**config.mk**
```make
export PLATFORM = sky130hd
export DESIGN_NAME = strip_placement_ctrl_flat
export DESIGN_NICKNAME = d
export VERILOG_FILES = /design/src/rtl/placement_pkg.sv /design/src/rtl/strip_placement_ctrl_if.sv /design/src/rtl/strip_occ_regs.sv /design/src/rtl/strip_placement_ctrl.sv /design/src/flat_wrapper.sv
export SDC_FILE = /design/constraint.sdc
export NUM_CORES = 1
export LEC_CHECK = 0
export CORE_AREA = 2 2 108 162
export CTS_BUF_LIST = sky130_fd_sc_hd__clkbuf_4 sky130_fd_sc_hd__clkbuf_8 sky130_fd_sc_hd__clkbuf_16
export DETAILED_ROUTE_END_ITERATION = 8
export DIE_AREA = 0 0 110 164
export PLACE_DENSITY = 0.79
export SLEW_MARGIN = 20
export SYNTH_ARGS = -nofsm -noshare
export SYNTH_HDL_FRONTEND = slang
export SYNTH_SLANG_ARGS = --single-unit
```
**constraint.sdc**
```tcl
create_clock -name clk -period 4.8 [get_ports clk]
set_input_delay 0.48 -clock clk [delete_from_list [all_inputs] [get_ports clk]]
set_output_delay 0.48 -clock clk [all_outputs]
set_load 0.03 [all_outputs]
```
**src/rtl/placement_pkg.sv**
```systemverilog
// -----------------------------------------------------------------------------
// placement_pkg
// Shared constants for the multi-program placement engine. The strip count,
// the strip width, the strip height and y-base tables and the scheduler FSM
// state encodings are defined here. The downstream (x, y) index stage reads
// the same tables, so every strip has a single definition.
// No ports (package).
// -----------------------------------------------------------------------------
package placement_pkg;

    localparam int NUM_STRIPS = 13;
    localparam int STRIP_W    = 128;

    // Scheduler FSM state encodings (2-bit, legacy-compatible constants)
    localparam logic [1:0] ST_IDLE   = 2'd0;
    localparam logic [1:0] ST_SCAN   = 2'd1;
    localparam logic [1:0] ST_DECIDE = 2'd2;
    localparam logic [1:0] ST_RESP   = 2'd3;

    // Height of strip `id` (1..13). ID 0 and out-of-range IDs return 0, so
    // they can never satisfy a fit test.
    function automatic logic [7:0] strip_height(input logic [3:0] id);
        logic [7:0] h;
        case (id)
            4'd1:    h = 8'd8;
            4'd2:    h = 8'd8;
            4'd3:    h = 8'd9;
            4'd4:    h = 8'd7;
            4'd5:    h = 8'd10;
            4'd6:    h = 8'd6;
            4'd7:    h = 8'd11;
            4'd8:    h = 8'd5;
            4'd9:    h = 8'd12;
            4'd10:   h = 8'd4;
            4'd11:   h = 8'd16;
            4'd12:   h = 8'd16;
            4'd13:   h = 8'd16;
            default: h = 8'd0;
        endcase
        return h;
    endfunction

    // Bottom y coordinate of strip `id` within the 128x128 region.
    function automatic logic [7:0] strip_ybase(input logic [3:0] id);
        logic [7:0] y;
        case (id)
            4'd1:    y = 8'd0;
            4'd2:    y = 8'd8;
            4'd3:    y = 8'd16;
            4'd4:    y = 8'd25;
            4'd5:    y = 8'd32;
            4'd6:    y = 8'd42;
            4'd7:    y = 8'd48;
            4'd8:    y = 8'd59;
            4'd9:    y = 8'd64;
            4'd10:   y = 8'd76;
            4'd11:   y = 8'd80;
            4'd12:   y = 8'd96;
            4'd13:   y = 8'd112;
            default: y = 8'd0;
        endcase
        return y;
    endfunction

endpackage

```
**src/rtl/strip_placement_ctrl_if.sv**
```systemverilog
// -----------------------------------------------------------------------------
// strip_placement_ctrl_if
// Request/result handshake bundle of the strip placement scheduler.
//   req_valid/req_ready/req_width/req_height : placement request channel
//   res_valid/res_ready/res_strip_id/res_occupied_width/res_strike : result
// Modports: master = requester side, slave = scheduler side.
// -----------------------------------------------------------------------------
interface strip_placement_ctrl_if;
    logic       req_valid;
    logic       req_ready;
    logic [7:0] req_width;
    logic [7:0] req_height;
    logic       res_valid;
    logic       res_ready;
    logic [3:0] res_strip_id;
    logic [7:0] res_occupied_width;
    logic [3:0] res_strike;

    modport master (
        output req_valid, req_width, req_height, res_ready,
        input  req_ready, res_valid, res_strip_id, res_occupied_width, res_strike
    );

    modport slave (
        input  req_valid, req_width, req_height, res_ready,
        output req_ready, res_valid, res_strip_id, res_occupied_width, res_strike
    );
endinterface

```
**src/rtl/strip_occ_regs.sv**
```systemverilog
// -----------------------------------------------------------------------------
// strip_occ_regs
// Per-strip occupied-width registers (IDs 1..NUM_STRIPS, 8 bits each).
//   clk, rst     : clock, synchronous active-high reset
//   clear        : synchronous clear of every entry
//   rd_idx/rd_data : combinational read port (unused IDs read as 0)
//   wr_en/wr_idx/wr_data : synchronous write port
// -----------------------------------------------------------------------------
module strip_occ_regs #(
    parameter int NUM_STRIPS = 13
) (
    input  logic       clk,
    input  logic       rst,
    input  logic       clear,
    input  logic [3:0] rd_idx,
    output logic [7:0] rd_data,
    input  logic       wr_en,
    input  logic [3:0] wr_idx,
    input  logic [7:0] wr_data
);

    logic [7:0] occ [1:NUM_STRIPS];

    always_ff @(posedge clk) begin
        if (rst || clear) begin
            for (int i = 1; i <= NUM_STRIPS; i++) begin
                occ[i] <= 8'd0;
            end
        end else if (wr_en && (wr_idx >= 4'd1) && (int'(wr_idx) <= NUM_STRIPS)) begin
            occ[wr_idx] <= wr_data;
        end
    end

    always_comb begin
        rd_data = 8'd0;
        if ((rd_idx >= 4'd1) && (int'(rd_idx) <= NUM_STRIPS)) begin
            rd_data = occ[rd_idx];
        end
    end

endmodule

```
**src/rtl/strip_placement_ctrl.sv**
```systemverilog
// -----------------------------------------------------------------------------
// strip_placement_ctrl
// Sequential best-fit strip scheduler. Accepts one (width, height) request,
// scans every strip one per cycle, picks the fitting strip with the smallest
// height (lowest ID on ties), advances that strip's occupancy and returns the
// strip ID, its previous occupancy (x start) and a consecutive-failure strike.
//   clk, rst : clock, synchronous active-high reset
//   clear    : frame clear (honoured in IDLE only)
//   busy     : high whenever the scheduler is not IDLE
//   bus      : request/result handshake (slave modport)
// -----------------------------------------------------------------------------
module strip_placement_ctrl
    import placement_pkg::*;
#(
    parameter int NUM_STRIPS = placement_pkg::NUM_STRIPS,
    parameter int STRIP_W    = placement_pkg::STRIP_W
) (
    input  logic                   clk,
    input  logic                   rst,
    input  logic                   clear,
    output logic                   busy,
    strip_placement_ctrl_if.slave  bus
);

    logic [1:0] state;
    logic [3:0] idx;
    logic [3:0] best;
    logic [7:0] w_q;
    logic [7:0] h_q;
    logic [3:0] fail_cnt;

    logic       res_valid;
    logic [3:0] res_strip_id;
    logic [7:0] res_occ_w;
    logic [3:0] res_strike;

    logic [3:0] rd_idx;
    logic [7:0] rd_data;
    logic       wr_en;
    logic [7:0] wr_data;
    logic [8:0] occ_sum;
    logic       fits;
    logic       take;
    logic       req_legal;

    function automatic logic [3:0] sat_inc(input logic [3:0] v);
        return (v == 4'hF) ? v : v + 4'd1;
    endfunction

    // The single read port serves the scan in SCAN and the chosen strip in
    // DECIDE.
    assign rd_idx  = (state == ST_DECIDE) ? best : idx;

    // 9-bit sum so a full strip plus a 128-wide program cannot wrap.
    assign occ_sum = {1'b0, rd_data} + {1'b0, w_q};
    assign fits    = (strip_height(idx) >= h_q) && (occ_sum <= 9'(STRIP_W));
    // Strict less-than keeps the lower ID on equal heights.
    assign take    = fits && ((best == 4'd0) || (strip_height(idx) < strip_height(best)));

    assign wr_en   = (state == ST_DECIDE) && (best != 4'd0);
    assign wr_data = rd_data + w_q;

    assign req_legal = (bus.req_width  != 8'd0) && (bus.req_width  <= 8'(STRIP_W)) &&
                       (bus.req_height != 8'd0) && (bus.req_height <= 8'(STRIP_W));

    strip_occ_regs #(
        .NUM_STRIPS (NUM_STRIPS)
    ) u_occ (
        .clk     (clk),
        .rst     (rst),
        .clear   ((state == ST_IDLE) && clear),
        .rd_idx  (rd_idx),
        .rd_data (rd_data),
        .wr_en   (wr_en),
        .wr_idx  (best),
        .wr_data (wr_data)
    );

    always_ff @(posedge clk) begin
        if (rst) begin
            state        <= ST_IDLE;
            idx          <= 4'd0;
            best         <= 4'd0;
            w_q          <= 8'd0;
            h_q          <= 8'd0;
            fail_cnt     <= 4'd0;
            res_valid    <= 1'b0;
            res_strip_id <= 4'd0;
            res_occ_w    <= 8'd0;
            res_strike   <= 4'd0;
        end else begin
            case (state)
                ST_IDLE: begin
                    if (clear) begin
                        fail_cnt <= 4'd0;
                    end else if (bus.req_valid) begin
                        w_q   <= bus.req_width;
                        h_q   <= bus.req_height;
                        idx   <= 4'd1;
                        best  <= 4'd0;
                        state <= req_legal ? ST_SCAN : ST_DECIDE;
                    end
                end
                ST_SCAN: begin
                    if (take) begin
                        best <= idx;
                    end
                    if (idx == 4'(NUM_STRIPS)) begin
                        state <= ST_DECIDE;
                    end else begin
                        idx <= idx + 4'd1;
                    end
                end
                ST_DECIDE: begin
                    if (best != 4'd0) begin
                        res_strip_id <= best;
                        res_occ_w    <= rd_data;
                        res_strike   <= 4'd0;
                        fail_cnt     <= 4'd0;
                    end else begin
                        res_strip_id <= 4'd0;
                        res_occ_w    <= 8'd0;
                        res_strike   <= sat_inc(fail_cnt);
                        fail_cnt     <= sat_inc(fail_cnt);
                    end
                    res_valid <= 1'b1;
                    state     <= ST_RESP;
                end
                default: begin
                    if (bus.res_ready) begin
                        res_valid <= 1'b0;
                        state     <= ST_IDLE;
                    end
                end
            endcase
        end
    end

    assign bus.req_ready          = (state == ST_IDLE) && !clear && !rst;
    assign bus.res_valid          = res_valid;
    assign bus.res_strip_id       = res_strip_id;
    assign bus.res_occupied_width = res_occ_w;
    assign bus.res_strike         = res_strike;
    assign busy                   = (state != ST_IDLE);

endmodule

```
**src/flat_wrapper.sv**
```systemverilog
// flat-port wrapper written by rule: the top's interface ports become plain ports
module strip_placement_ctrl_flat import placement_pkg::*;
#(
    parameter int NUM_STRIPS = placement_pkg::NUM_STRIPS,
    parameter int STRIP_W    = placement_pkg::STRIP_W
)
  (clk, rst, clear, busy, bus_req_valid, bus_req_width, bus_req_height, bus_res_ready, bus_req_ready, bus_res_valid, bus_res_strip_id, bus_res_occupied_width, bus_res_strike);
  strip_placement_ctrl_if bus_i ();
  input  logic clk;
  input  logic rst;
  input  logic clear;
  output logic busy;
  input wire logic [$bits(bus_i.req_valid)-1:0] bus_req_valid;
  input wire logic [$bits(bus_i.req_width)-1:0] bus_req_width;
  input wire logic [$bits(bus_i.req_height)-1:0] bus_req_height;
  input wire logic [$bits(bus_i.res_ready)-1:0] bus_res_ready;
  output wire logic [$bits(bus_i.req_ready)-1:0] bus_req_ready;
  output wire logic [$bits(bus_i.res_valid)-1:0] bus_res_valid;
  output wire logic [$bits(bus_i.res_strip_id)-1:0] bus_res_strip_id;
  output wire logic [$bits(bus_i.res_occupied_width)-1:0] bus_res_occupied_width;
  output wire logic [$bits(bus_i.res_strike)-1:0] bus_res_strike;
  assign bus_i.req_valid = bus_req_valid;
  assign bus_i.req_width = bus_req_width;
  assign bus_i.req_height = bus_req_height;
  assign bus_i.res_ready = bus_res_ready;
  assign bus_req_ready = bus_i.req_ready;
  assign bus_res_valid = bus_i.res_valid;
  assign bus_res_strip_id = bus_i.res_strip_id;
  assign bus_res_occupied_width = bus_i.res_occupied_width;
  assign bus_res_strike = bus_i.res_strike;
  strip_placement_ctrl #(.NUM_STRIPS(NUM_STRIPS), .STRIP_W(STRIP_W)) u_core (.clk(clk), .rst(rst), .clear(clear), .busy(busy), .bus(bus_i));
endmodule
```
# Word level (Yosys, flattened, before mapping)
# Memories as Yosys holds them, arrays and structs flattened. A register that Yosys moved wholly into a read port is not among the register bits.
# Cells that the tools add are included.
[word_totals] register_bits=47 ram_bits=104 mem_bits_ro=240 in_bits=21 elab_cells=111 memories=4
[mem_list] name="u_core.u_occ.occ" depth=13 word_bits=8 rd=1 rd_ports_with_merged_regs=0 wr=13 line="strip_occ_regs.sv:22" source="logic [7:0] occ [1:NUM_STRIPS];"
[mem_list] name="(name not given)" depth=16 word_bits=5 rd=1 rd_ports_with_merged_regs=1 wr=0 line="placement_pkg.sv:24" source="case (id)"
[mem_list] name="(name not given)" depth=16 word_bits=5 rd=1 rd_ports_with_merged_regs=1 wr=0 line="placement_pkg.sv:24"
[mem_list] name="(name not given)" depth=16 word_bits=5 rd=1 rd_ports_with_merged_regs=1 wr=0 line="placement_pkg.sv:24"
[classes] add_sub_neg=4 magnitude_cmp=9 n_eq_ne=10 mux=38 bitwise=2 reduce_logical=34
[ops] cell="$mux 4" count=18
[ops] cell="$mux 8" count=3
[ops] cell="$pmux 4 s2" count=3
[ops] cell="$le 8x8->1 const B" count=2
[ops] cell="$reduce_bool 8->1" count=2
[ops] cell="$logic_and 1x1->1" count=12
[ops] cell="$reduce_and 4->1" count=3
[ops] cell="$mux 2" count=5
[ops] cell="$add 8x8->9" count=1
[ops] cell="$le 9x8->1 const B" count=1
[ops] cell="$add 4x1->4 const B" count=2
[ops] cell="$add 8x8->8" count=1
[ops] cell="$eq 4x4->1 const B" count=2
[ops] cell="$ge 4x1->1 const B" count=2
[ops] cell="$ge 8x8->1" count=1
[ops] cell="$le 4x4->1 const B" count=2
[ops] cell="$lt 8x8->1" count=1
[ops] cell="$ne 2x2->1 const B" count=4
[ops] cell="$reduce_bool 2->1" count=4
[ops] cell="$reduce_bool 4->1" count=2
[ops] cell="$reduce_or 8->1" count=1
[ops] cell="$mux 1" count=7
[ops] cell="$pmux 2 s3" count=1
[ops] cell="$logic_not 4->1" count=1
[ops] cell="11 further kinds" count=16

# Longest topological paths before layout
# Gate-level depths: netlist (run 1).
[logic_depth] word_depth=13 ltp_mapped=26 ltp_nobuf=24

# By module
# A second synthesis (run 1) with hierarchy kept.
[hier_totals] cells_unflattened=753 area_unflattened_um2=8209.1
[modules_own_cells] module="strip_occ_regs" n_inst=1 cells_per_inst=352 area_each_um2=4943.5
[modules_own_cells] module="strip_placement_ctrl" n_inst=1 cells_per_inst=401 area_each_um2=3265.6

# Worst setup path before layout (run 1)
# No wires, ideal clock.
[synth_timing] path_kind="register to register" start="register u_core.state[0]" end="register (tool-made name)" setup_time_ns=0.126 arrival_time_ns=4.875 path_slack_ns=-0.202 stages_incl_launch_ff=26 n_path_buf=2 synth_period_minus_slack_ns=5.002 cell_sequence="dfxtp_1 > inv_1 > ha_1 > nand2_1 > a21boi_0 > clkbuf_1 > clkbuf_1 > o21ai_0 > a22oi_1 > o22ai_1 > a21oi_1 > ha_1 > inv_1 > fa_1 > nand2b_1 > a21oi_1 > xnor2_1 > and4_4 > a41oi_4 > nor2_8 > mux2_2 > nor2_1 > inv_1 > ha_1 > mux2i_1 > o22ai_1"
[synth_lines] element="from (decl)" line="strip_placement_ctrl.sv:25" source="logic [1:0] state;"
[synth_lines] element="from (signal assigned)" line="strip_placement_ctrl.sv:101" source="state <= req_legal ? ST_SCAN : ST_DECIDE;"

==> out/qor.csv, run 1 <==
metric;value;unit
nets;994;
hold_viol_final;0;
syn_area;8119;µm²
worst-setup-path-type;reg2reg;
worst_slack;-63.08;ps
worst_pin_slew;934.8;ps
drt_iter0_markers;717;
ir_worst_vdd;0.3471;mV
wl_per_cell;20.39;µm
crit_required;5110;ps
min_period_over_period;101.3;%
synth-seq-cells;169;
clkTransAtPathRegs;70;ps
max_cap_viol_count;0;
grt_start_max_net_pins;51;
p_leak;0.003791;µW
avgSynthCellArea;9.541;µm²
ys_types;60;
routed_via_density;6.042;
synth_ff_type;edfxtp_1;
clkLatencyLatePin;440;ps
place_congestion;1.027;
outcome;complete, but fails checks;
grt_pass1_vias;6655;
boundaryPins;40;
p_per_area;427.3;nW/µm²
fmax;0.2056;GHz
cp-end-kind;register;
die_area;18040;µm²
cts_root_buf;clkbuf_16;
routed-via-count;7027;
hpwl;15.32;mm
fp.dieW;110;µm
start_kind;register;
grt_overflow;0;
cts.htree.levels;4;
ctsHoldBuffers;0;
cts_tree;yes;
slew_headroom;37.68;%
rows;58;
min_path_type;reg2reg;
violations;negative setup slack;
diodes;0;
chipHeight;164;µm
async_reset_ff_share;0;%
setup_tns;-137.9;ps
synth_edf_count;112;
antenna_left;0;
wl;23.72;mm
grt_pass1_wl;34.96;mm
syn_inst;851;
worstPathArrival;5180;ps
slew_violations;0;
numCtsBuffers;17;
synth_warnings;0;
clock_path_buffers;2;
fin_crit;4863;ps
antenna_found_initial;0;
drc;0;
cp_max_fo;15;
fillers;1281;
track_usage;26.13;%
drive_gt1_share;16.68;%
seq_area_frac_synth;55.48;%
fin_util;60.82;%
port-buffer-count;39;
start_util;48.86;%
setup-violations-final;3;
dr.pass1.iters;6;
core_area;16620;µm²
finalClockSkew;16.32;ps
clock_sinks;169;
areaGrowthSynthToFinish;24.49;%
-- worst max-delay path, stage by stage (launching register included) --
cell,delay [ps]
dfxtp_2,330
inv_2,80
ha_4,180
buf_6,150
nand2_1,90
buf_4,170
o21ai_4,170
buf_4,280
nand3_1,100
a311oi_1,310
nor2_1,140
buf_4,160
ha_1,300
a21oi_2,270
o21bai_1,150
xnor2_1,420
a41oi_4,280
nor2_8,150
mux2_2,370
nor2_2,110
inv_1,80
ha_2,200
mux2i_1,140
o22ai_1,100
-- flip-flops by register name, indices dropped and copies added, names as in the netlist, 4 cells and up, named ones only --
name,flops
u_core.best,4
u_core.bus.res_occupied_width,8
u_core.bus.res_strike,4
u_core.bus.res_strip_id,4
u_core.fail_cnt,4
u_core.h_q,8
u_core.idx,4
u_core.u_occ.occ,112
u_core.w_q,8
-- through the flow --
step	total power, µW	setup WS [ps]	std cells	instance area (µm²)	hold slack (ps)
floorplan	2423	5.229	858	8165	436.3
global placement	2788	-140.9	1118	9089	445.3
detailed placement	2811	-299.6	1118	9089	450.9
CTS	4192	28.74	1152	9794	460.3
global route	4447	-195.1	1163	10110	483.3
finish	4318	-63.08	1163	10110	459.5
-- cells in the mapped netlist, drive strengths merged, types with 2 or more instances --
master | number | area, µm²
nand2 | 145 | 544.3
a311oi | 9 | 78.83
mux2i | 7 | 86.33
a22oi | 17 | 127.6
o211ai | 3 | 22.52
nor2b | 7 | 43.79
nand3 | 29 | 145.1
o21bai | 2 | 15.01
a21oi | 61 | 309.1
a31oi | 9 | 56.30
ha | 32 | 400.4
nor3 | 4 | 20.02
o21ai | 23 | 115.1
o2111ai | 2 | 17.52
or4 | 3 | 22.52
clkbuf | 38 | 142.6
edfxtp | 112 | 3363
o21a | 2 | 15.01
a211oi | 2 | 15.01
or2 | 2 | 12.52
o22ai | 25 | 156.4
nand2b | 4 | 25.02
nor2 | 150 | 579.3
xor2 | 5 | 43.79
and3 | 8 | 50.05
nand4 | 2 | 12.51
dfxtp | 57 | 1141
a22o | 2 | 17.52
a21boi | 6 | 45.05
buf | 10 | 47.55
inv | 43 | 161.4
nor4 | 5 | 31.28
nor3b | 2 | 15.01
xnor2 | 5 | 43.79
-- per-layer routing --
layer | vias to the layer above | global-route usage (%) | wire [µm]
met2 | 446 | 46.93 | 12440
met3 | 148 | 4.881 | 1811
met5 | - | 0 | 0
met1 | 3285 | 28.17 | 7651
met4 | 0 | 14.56 | 1817
li1 | 3148 | - | -
-- timing repair --
action,CTS,global route
resized for setup,19,41
pin swaps,6,28
gates cloned,1,1
setup buffers,1,11
endpoints found under the setup margin,4,4
-- path summary, 6_finish.rpt --
kind / from / to / slack (ps) / depth (start not counted)
max: u_core.state[0]$_SDFFE_PP0P_ / register / -60 / 23
min: u_core.h_q[0]$_SDFFE_PP0P_ / u_core.h_q[0]$_SDFFE_PP0P_ / 460 / 2
max reg2reg: u_core.state[0]$_SDFFE_PP0P_ / register / -60 / 23
min reg2reg: u_core.h_q[0]$_SDFFE_PP0P_ / u_core.h_q[0]$_SDFFE_PP0P_ / 460 / 2
-- logic make-up after synthesis --
| logic type | count (synthesis) | share of synthesized area (%) |
|---|---|---|
| fa+ha+maj | 33 | 5.178 |
| compound gates | 173 | 13.59 |
| mux | 8 | 1.202 |
| flops | 169 | 55.48 |
| xor+xnor | 10 | 1.079 |
| buf+inv | 91 | 4.330 |
| other cells | 1 | 0.04619 |
| simple gates | 366 | 19.09 |
-- final cells by class --
| type | count | area, µm² | share of cell area, % |
|---|---|---|---|
| clock buffers | 18 | 432.9 | 4.283 |
| clock inverters | 14 | 146.4 | 1.448 |
| inverters | 43 | 165.2 | 1.634 |
| flip-flops and latches | 169 | 4506 | 44.58 |
| well taps | 210 | 262.8 | 2.600 |
| repair buffers | 111 | 1012 | 10.01 |
| multi-input cells | 598 | 3582 | 35.44 |
-- cells in the final DEF, fill, tap and decap left out, types with 25 or more instances in the layout --
master	instances
buf_4	63
ha_1	26
o22ai_1	25
nand3_1	29
edfxtp_1	112
dfxtp_1	56
inv_1	40
clkdlybuf4s50_1	38
nand2_1	145
a21oi_1	49
nor2_1	146
-- power by group --
group	leakage, µW	switching (µW)	total [µW]	internal [µW]
clock	0.000283	598	1370	776
sequential	0.00168	73.2	1830	1760
combinational	0.00183	721	1110	392
No activity file was read; power rests on OpenSTA's default activity.
==> inputs of run 2 (changes only) <==
--- a/config.mk
+++ b/config.mk
@@ -9,7 +9,8 @@
 export CTS_BUF_LIST = sky130_fd_sc_hd__clkbuf_4 sky130_fd_sc_hd__clkbuf_8 sky130_fd_sc_hd__clkbuf_16
 export DETAILED_ROUTE_END_ITERATION = 8
 export DIE_AREA = 0 0 110 164
-export PLACE_DENSITY = 0.79
+export PLACE_DENSITY = 0.77
+export SETUP_SLACK_MARGIN = 0.15
 export SLEW_MARGIN = 20
 export SYNTH_ARGS = -nofsm -noshare
 export SYNTH_HDL_FRONTEND = slang
==> constraint.sdc (replaced) <==
create_clock -name clk -period 5.7 [get_ports clk]
set_input_delay 0.57 -clock clk [delete_from_list [all_inputs] [get_ports clk]]
set_output_delay 0.57 -clock clk [all_outputs]
set_load 0.03 [all_outputs]
==> run 2 against run 1 <==
Compared with the run above:
- the run now ends clean
- clock skew is 7.3 ps lower
- first-iteration DRC count is 25% lower
- flip-flop and latch count stayed put
- critical path depth is 2 higher
- setup slack better by 570 ps
- critical path type unchanged
==> out/qor.csv, run 2 (synthesis gave the netlist of run 1 again) <==
metric;value;unit
wl;21.52;mm
grt_start_max_net_pins;55;
grt_overflow;0;
fin_hold_ws;454.2;ps
core_area;16620;µm²
p_sw_share;31.62;%
p_total;3513;µW
hpwl;15.27;mm
comb_power_share;22.7;%
ctsHoldBuffers;0;
p_per_area;367.8;nW/µm²
start_util;48.86;%
mostFrequentLayoutCell;nor2_1;
worst-setup-path-type;reg2reg;
fin_util;57.48;%
crit_top_cell;inv_1;
numCtsBuffers;17;
start_kind;register;
p_switching;1111;µW
drc;0;
drive_gt1_share;9.825;%
boundaryPins;40;
chipHeight;164;µm
clock_sinks;169;
top_register;u_core.u_occ.occ;
cts.htree.levels;4;
routed-via-count;6512;
crit_required;6000;ps
track_usage;24.65;%
power_frac_seq;43.9;%
place_congestion;0.9566;
slew_headroom;38.47;%
critical-path-top-delay-family;compound AO/OA/AOI/OAI gates;
setup-violations-final;0;
min_path_type;reg2reg;
clock_path_buffers;2;
antenna_found_initial;0;
final_cell_count_no_fill;1126;
cp_max_fo;24;
areaGrowthSynthToFinish;17.66;%
wl_per_cell;19.11;µm
drt_iter0_markers;539;
worstPathArrival;5500;ps
diodes;0;
largest_reg_flops;112;
cp.buffers_inverters;5;
ir_worst_vdd;0.3109;mV
die_area;18040;µm²
cp-end-kind;register;
grt_setup_unrepaired;no;
grt_pass1_wl;33.24;mm
antenna_left;0;
nets;957;
fmax;0.1925;GHz
dp_cells;1092;
cts_root_buf;clkbuf_16;
clkTransAtPathRegs;70;ps
final_cell_mix;148 x nor2_1, 144 x nand2_1, 112 x edfxtp_1;
reg2reg_slack;500;ps
cts_tree;yes;
cp_slowest_cell;fa_1;
slew_violations;0;
hold_viol_final;0;
rows;58;
port-buffer-count;39;
routed_via_density;5.783;
dr.pass1.iters;6;
clkLatencyLatePin;420;ps
clkPwrFrac;33.4;%
max_cap_viol_count;0;
fp.dieW;110;µm
outcome;finished, final reports clean;
fin_crit;5195;ps
grt_pass1_vias;6533;
max_stage_delay;390;ps
min_period_over_period;91.15;%
p_int;2402;µW
worst_pin_slew;923.0;ps
setup_tns;0;ps
p_leak;0.003553;µW
finalClockSkew;8.980;ps
## run 2: what timing repair did
action / CTS / global route
endpoints found under the hold margin: 0 / 0
gates resized for setup: 0 / 9
endpoints found under the setup margin: 0 / 4
buffers inserted: 0 / 1
## run 2: per-layer routing
metal	vias to the layer above	track usage, %	wire [µm]
met5	-	0	0
met4	0	13.52	1080
met3	66	3.810	1184
met2	290	44.09	11630
met1	3078	27.36	7623
li1	3078	-	-
## run 2: power groups by stage
stage	combinational [µW]	sequential [µW]	clock (µW)
after global placement	760	1560	0
after floorplan	491	1550	0
after detailed placement	768	1570	0
final	798	1540	1170
after CTS	775	1540	1170
after global routing	862	1550	1220
## run 2: final timing paths
kind	to	from	depth (start not counted)
worst min register to register	u_core.h_q[1]$_SDFFE_PP0P_	u_core.h_q[1]$_SDFFE_PP0P_	2
worst max register to register	register	u_core.state[0]$_SDFFE_PP0P_	25
worst min-delay path	u_core.h_q[1]$_SDFFE_PP0P_	u_core.h_q[1]$_SDFFE_PP0P_	2
worst max-delay path	register	u_core.state[0]$_SDFFE_PP0P_	25
## run 2: final cells by class
class / count / area [µm²]
tap: 210 / 262.8
timing repair buffer: 74 / 678.2
clock inverter: 14 / 162.7
multi-input combinational: 598 / 3351
inverter: 43 / 161.4
fill: 1375 / 7066
clock buffer: 18 / 432.9
sequential: 169 / 4504
## run 2: worst register-to-register path, stage by stage (launching register included)
cell and delay (ps):
dfxtp_1 350, inv_1 130, ha_4 210, buf_4 160, nand2_1 130, a21boi_1 170
buf_4 220, and3_1 190, a311oi_1 290, a31oi_1 90, a21oi_2 230, ha_1 210
inv_1 60, fa_1 390, nand2b_1 170, a21oi_1 170, xnor2_1 160, and4_4 260
a41oi_4 180, nor2_8 220, mux2_2 390, nor2_2 140, inv_1 90, ha_1 230
mux2i_1 140, o22ai_1 90
## run 2: through the flow
step / worst slack, ps / cell area (µm²)
after detailed placement: 258.4 / 8882
after CTS: 188.5 / 9478
after global placement: 442.1 / 8882
final: 504.5 / 9553
after floorplan: 698.4 / 8145
after global routing: 145.6 / 9553
==> inputs of run 3 (changes only) <==
--- a/config.mk
+++ b/config.mk
@@ -5,10 +5,10 @@
 export SDC_FILE = /design/constraint.sdc
 export NUM_CORES = 1
 export LEC_CHECK = 0
-export CORE_AREA = 2 2 108 162
+export CORE_AREA = 5 5 111 165
 export CTS_BUF_LIST = sky130_fd_sc_hd__clkbuf_4 sky130_fd_sc_hd__clkbuf_8 sky130_fd_sc_hd__clkbuf_16
 export DETAILED_ROUTE_END_ITERATION = 8
-export DIE_AREA = 0 0 110 164
+export DIE_AREA = 0 0 116 170
 export PLACE_DENSITY = 0.77
 export SETUP_SLACK_MARGIN = 0.15
 export SLEW_MARGIN = 20
==> run 3 against run 2 <==
Compared with the run above:
- sequential share of layout area is 0.087 points higher
- critical path depth stayed put
- power rose by 1.7%
- clock skew shrank 0.72 ps
- non-clock buffer count shrank 3
==> out/qor.csv, run 3 (synthesis gave the netlist of run 1 again) <==
metric;value;unit
outcome;finished, final reports clean;
numCtsBuffers;17;
hold_viol_final;0;
slew_headroom;38.74;%
final_cell_mix;148 x nor2_1, 144 x nand2_1, 112 x edfxtp_1;
worst_slack;414.4;ps
top_register;u_core.u_occ.occ;
cp.buffers_inverters;6;
core_area;16690;µm²
clock_path_buffers;2;
port-buffer-count;39;
setup_tns;0;ps
die_area;19720;µm²
worst_pin_slew;919.0;ps
wl_per_cell;18.94;µm
grt_overflow;0;
cts_tree;yes;
fmax;0.1892;GHz
fin_hold_ws;454.7;ps
min_period_over_period;92.73;%
nets;954;
max_cap_viol_count;0;
cts_root_buf;clkbuf_16;
grt-busiest-layer;met2;
p_leak;0.003556;µW
start_util;48.64;%
largest_reg_flops;112;
drt_iter0_markers;532;
clkPwrFrac;35.3;%
grt_pass1_vias;6496;
worstPathArrival;5590;ps
cp_slowest_cell;fa_1;
fillers;1418;
grtUsageMet2;40.14;%
cp_max_fo;18;
place_congestion;1.048;
drc;0;
p_sw_share;30.69;%
p_total;3571;µW
grt_pass1_wl;33.77;mm
p_switching;1096;µW
comb_power_share;21.5;%
met1_usage;24.39;%
drive_gt1_share;9.200;%
min_path_type;reg2reg;
ir_worst_vdd;0.2758;mV
p_per_area;374.5;nW/µm²
routed-via-count;6564;
cp-end-kind;register;
fin_crit;5286;ps
start_kind;register;
crit_required;6010;ps
dr.pass1.iters;5;
slew_violations;0;
mostFrequentLayoutCell;nor2_1;
grt_setup_unrepaired;no;
boundaryPins;40;
diodes;0;
clkTransAtPathRegs;70;ps
hpwl;15.13;mm
cts.htree.levels;4;
wl;21.27;mm
track_usage;22.45;%
routed_via_density;5.845;
place_ws;268.1;ps
critical-path-top-delay-family;simple AND/OR/NAND/NOR gates;
max_stage_delay;420;ps
antenna_found_initial;0;
grt_start_max_net_pins;51;
finalClockSkew;8.264;ps
rows;58;
antenna_left;0;
fin_util;57.13;%
fp.dieW;116;µm
clkLatencyLatePin;430;ps
power_frac_seq;43.2;%
grtUsageMet3;4.696;%
p_int;2475;µW
chipHeight;170;µm
setup-violations-final;0;
areaGrowthSynthToFinish;17.44;%
worst-setup-path-type;reg2reg;
clock_sinks;169;
run 3: cell types whose count changed in the layout (fill, tap and decap cells not counted), sizes merged:
cell | before | now
clkinvlp | 4 | 1
buf | 35 | 33
bufinv | 2 | 4
clkbuf | 19 | 18
inv | 49 | 50
run 3: area by class of cell:
cell class / count / area [µm²] / area share, %
Sequential cell: 169 / 4504 / 47.24
Multi-Input combinational cell: 598 / 3336 / 34.98
Timing Repair Buffer: 71 / 629.4 / 6.600
Clock buffer: 18 / 432.9 / 4.540
Tap cell: 210 / 262.8 / 2.756
Clock inverter: 14 / 209.0 / 2.191
Inverter: 43 / 161.4 / 1.693
run 3: layer usage:
layer / part of all wire (%) / up-vias
li1: - / 3079
met1: 35 / 3100
met2: 53 / 297
met3: 6.4 / 88
met4: 5.6 / 0
met5: 0 / -
run 3: repair_timing:
item | 4_1_cts | 5_1_grt
setup buffers | 0 | 4
gates resized for setup | 0 | 7
hold buffers | 0 | 0
setup endpoints to repair | 0 | 4
run 3: path summary, 6_finish.rpt:
| check | from | to | slack (ps) | depth (start not counted) |
|---|---|---|---|---|
| worst max-delay path | u_core.state[0]$_SDFFE_PP0P_ | register | 410 | 25 |
| worst min-delay path | u_core.h_q[2]$_SDFFE_PP0P_ | u_core.h_q[2]$_SDFFE_PP0P_ | 450 | 2 |
| worst max register to register | u_core.state[0]$_SDFFE_PP0P_ | register | 410 | 25 |
| worst min register to register | u_core.h_q[2]$_SDFFE_PP0P_ | u_core.h_q[2]$_SDFFE_PP0P_ | 450 | 2 |
run 3: power by group through the flow:
stage          Combinational (µW)  Sequential (µW)  Clock [µW]
2_1_floorplan                 491             1550           0
3_3_place_gp                  729             1560           0
3_5_place_dp                  743             1570           0
4_1_cts                       750             1540        1270
5_1_grt                       831             1550        1330
6_report                      768             1540        1260
run 3: through the flow:
| step | area, µm² | instances |
|---|---|---|
| detailed placement | 8832 | 1087 |
| finish | 9535 | 1123 |
| CTS | 9474 | 1119 |
| floorplan | 8145 | 858 |
| global route | 9535 | 1123 |
| global placement | 8832 | 1087 |
run 3: worst register-to-register path, stage by stage (launching register included):
cell and delay (ps):
dfxtp_1 350, inv_1 100, ha_2 270, buf_4 180, nand2_1 130, a21boi_1 170, buf_4 220, buf_4 180
and3_1 140, a311oi_1 280, a311oi_1 100, nor2_1 270, inv_1 100, fa_1 420, nand2b_1 180, a21oi_1 160
xnor2_1 160, and4_4 260, a41oi_4 180, nor2_8 200, mux2_2 400, nor2_2 150, inv_1 90, ha_1 230
mux2i_1 150, o22ai_1 90
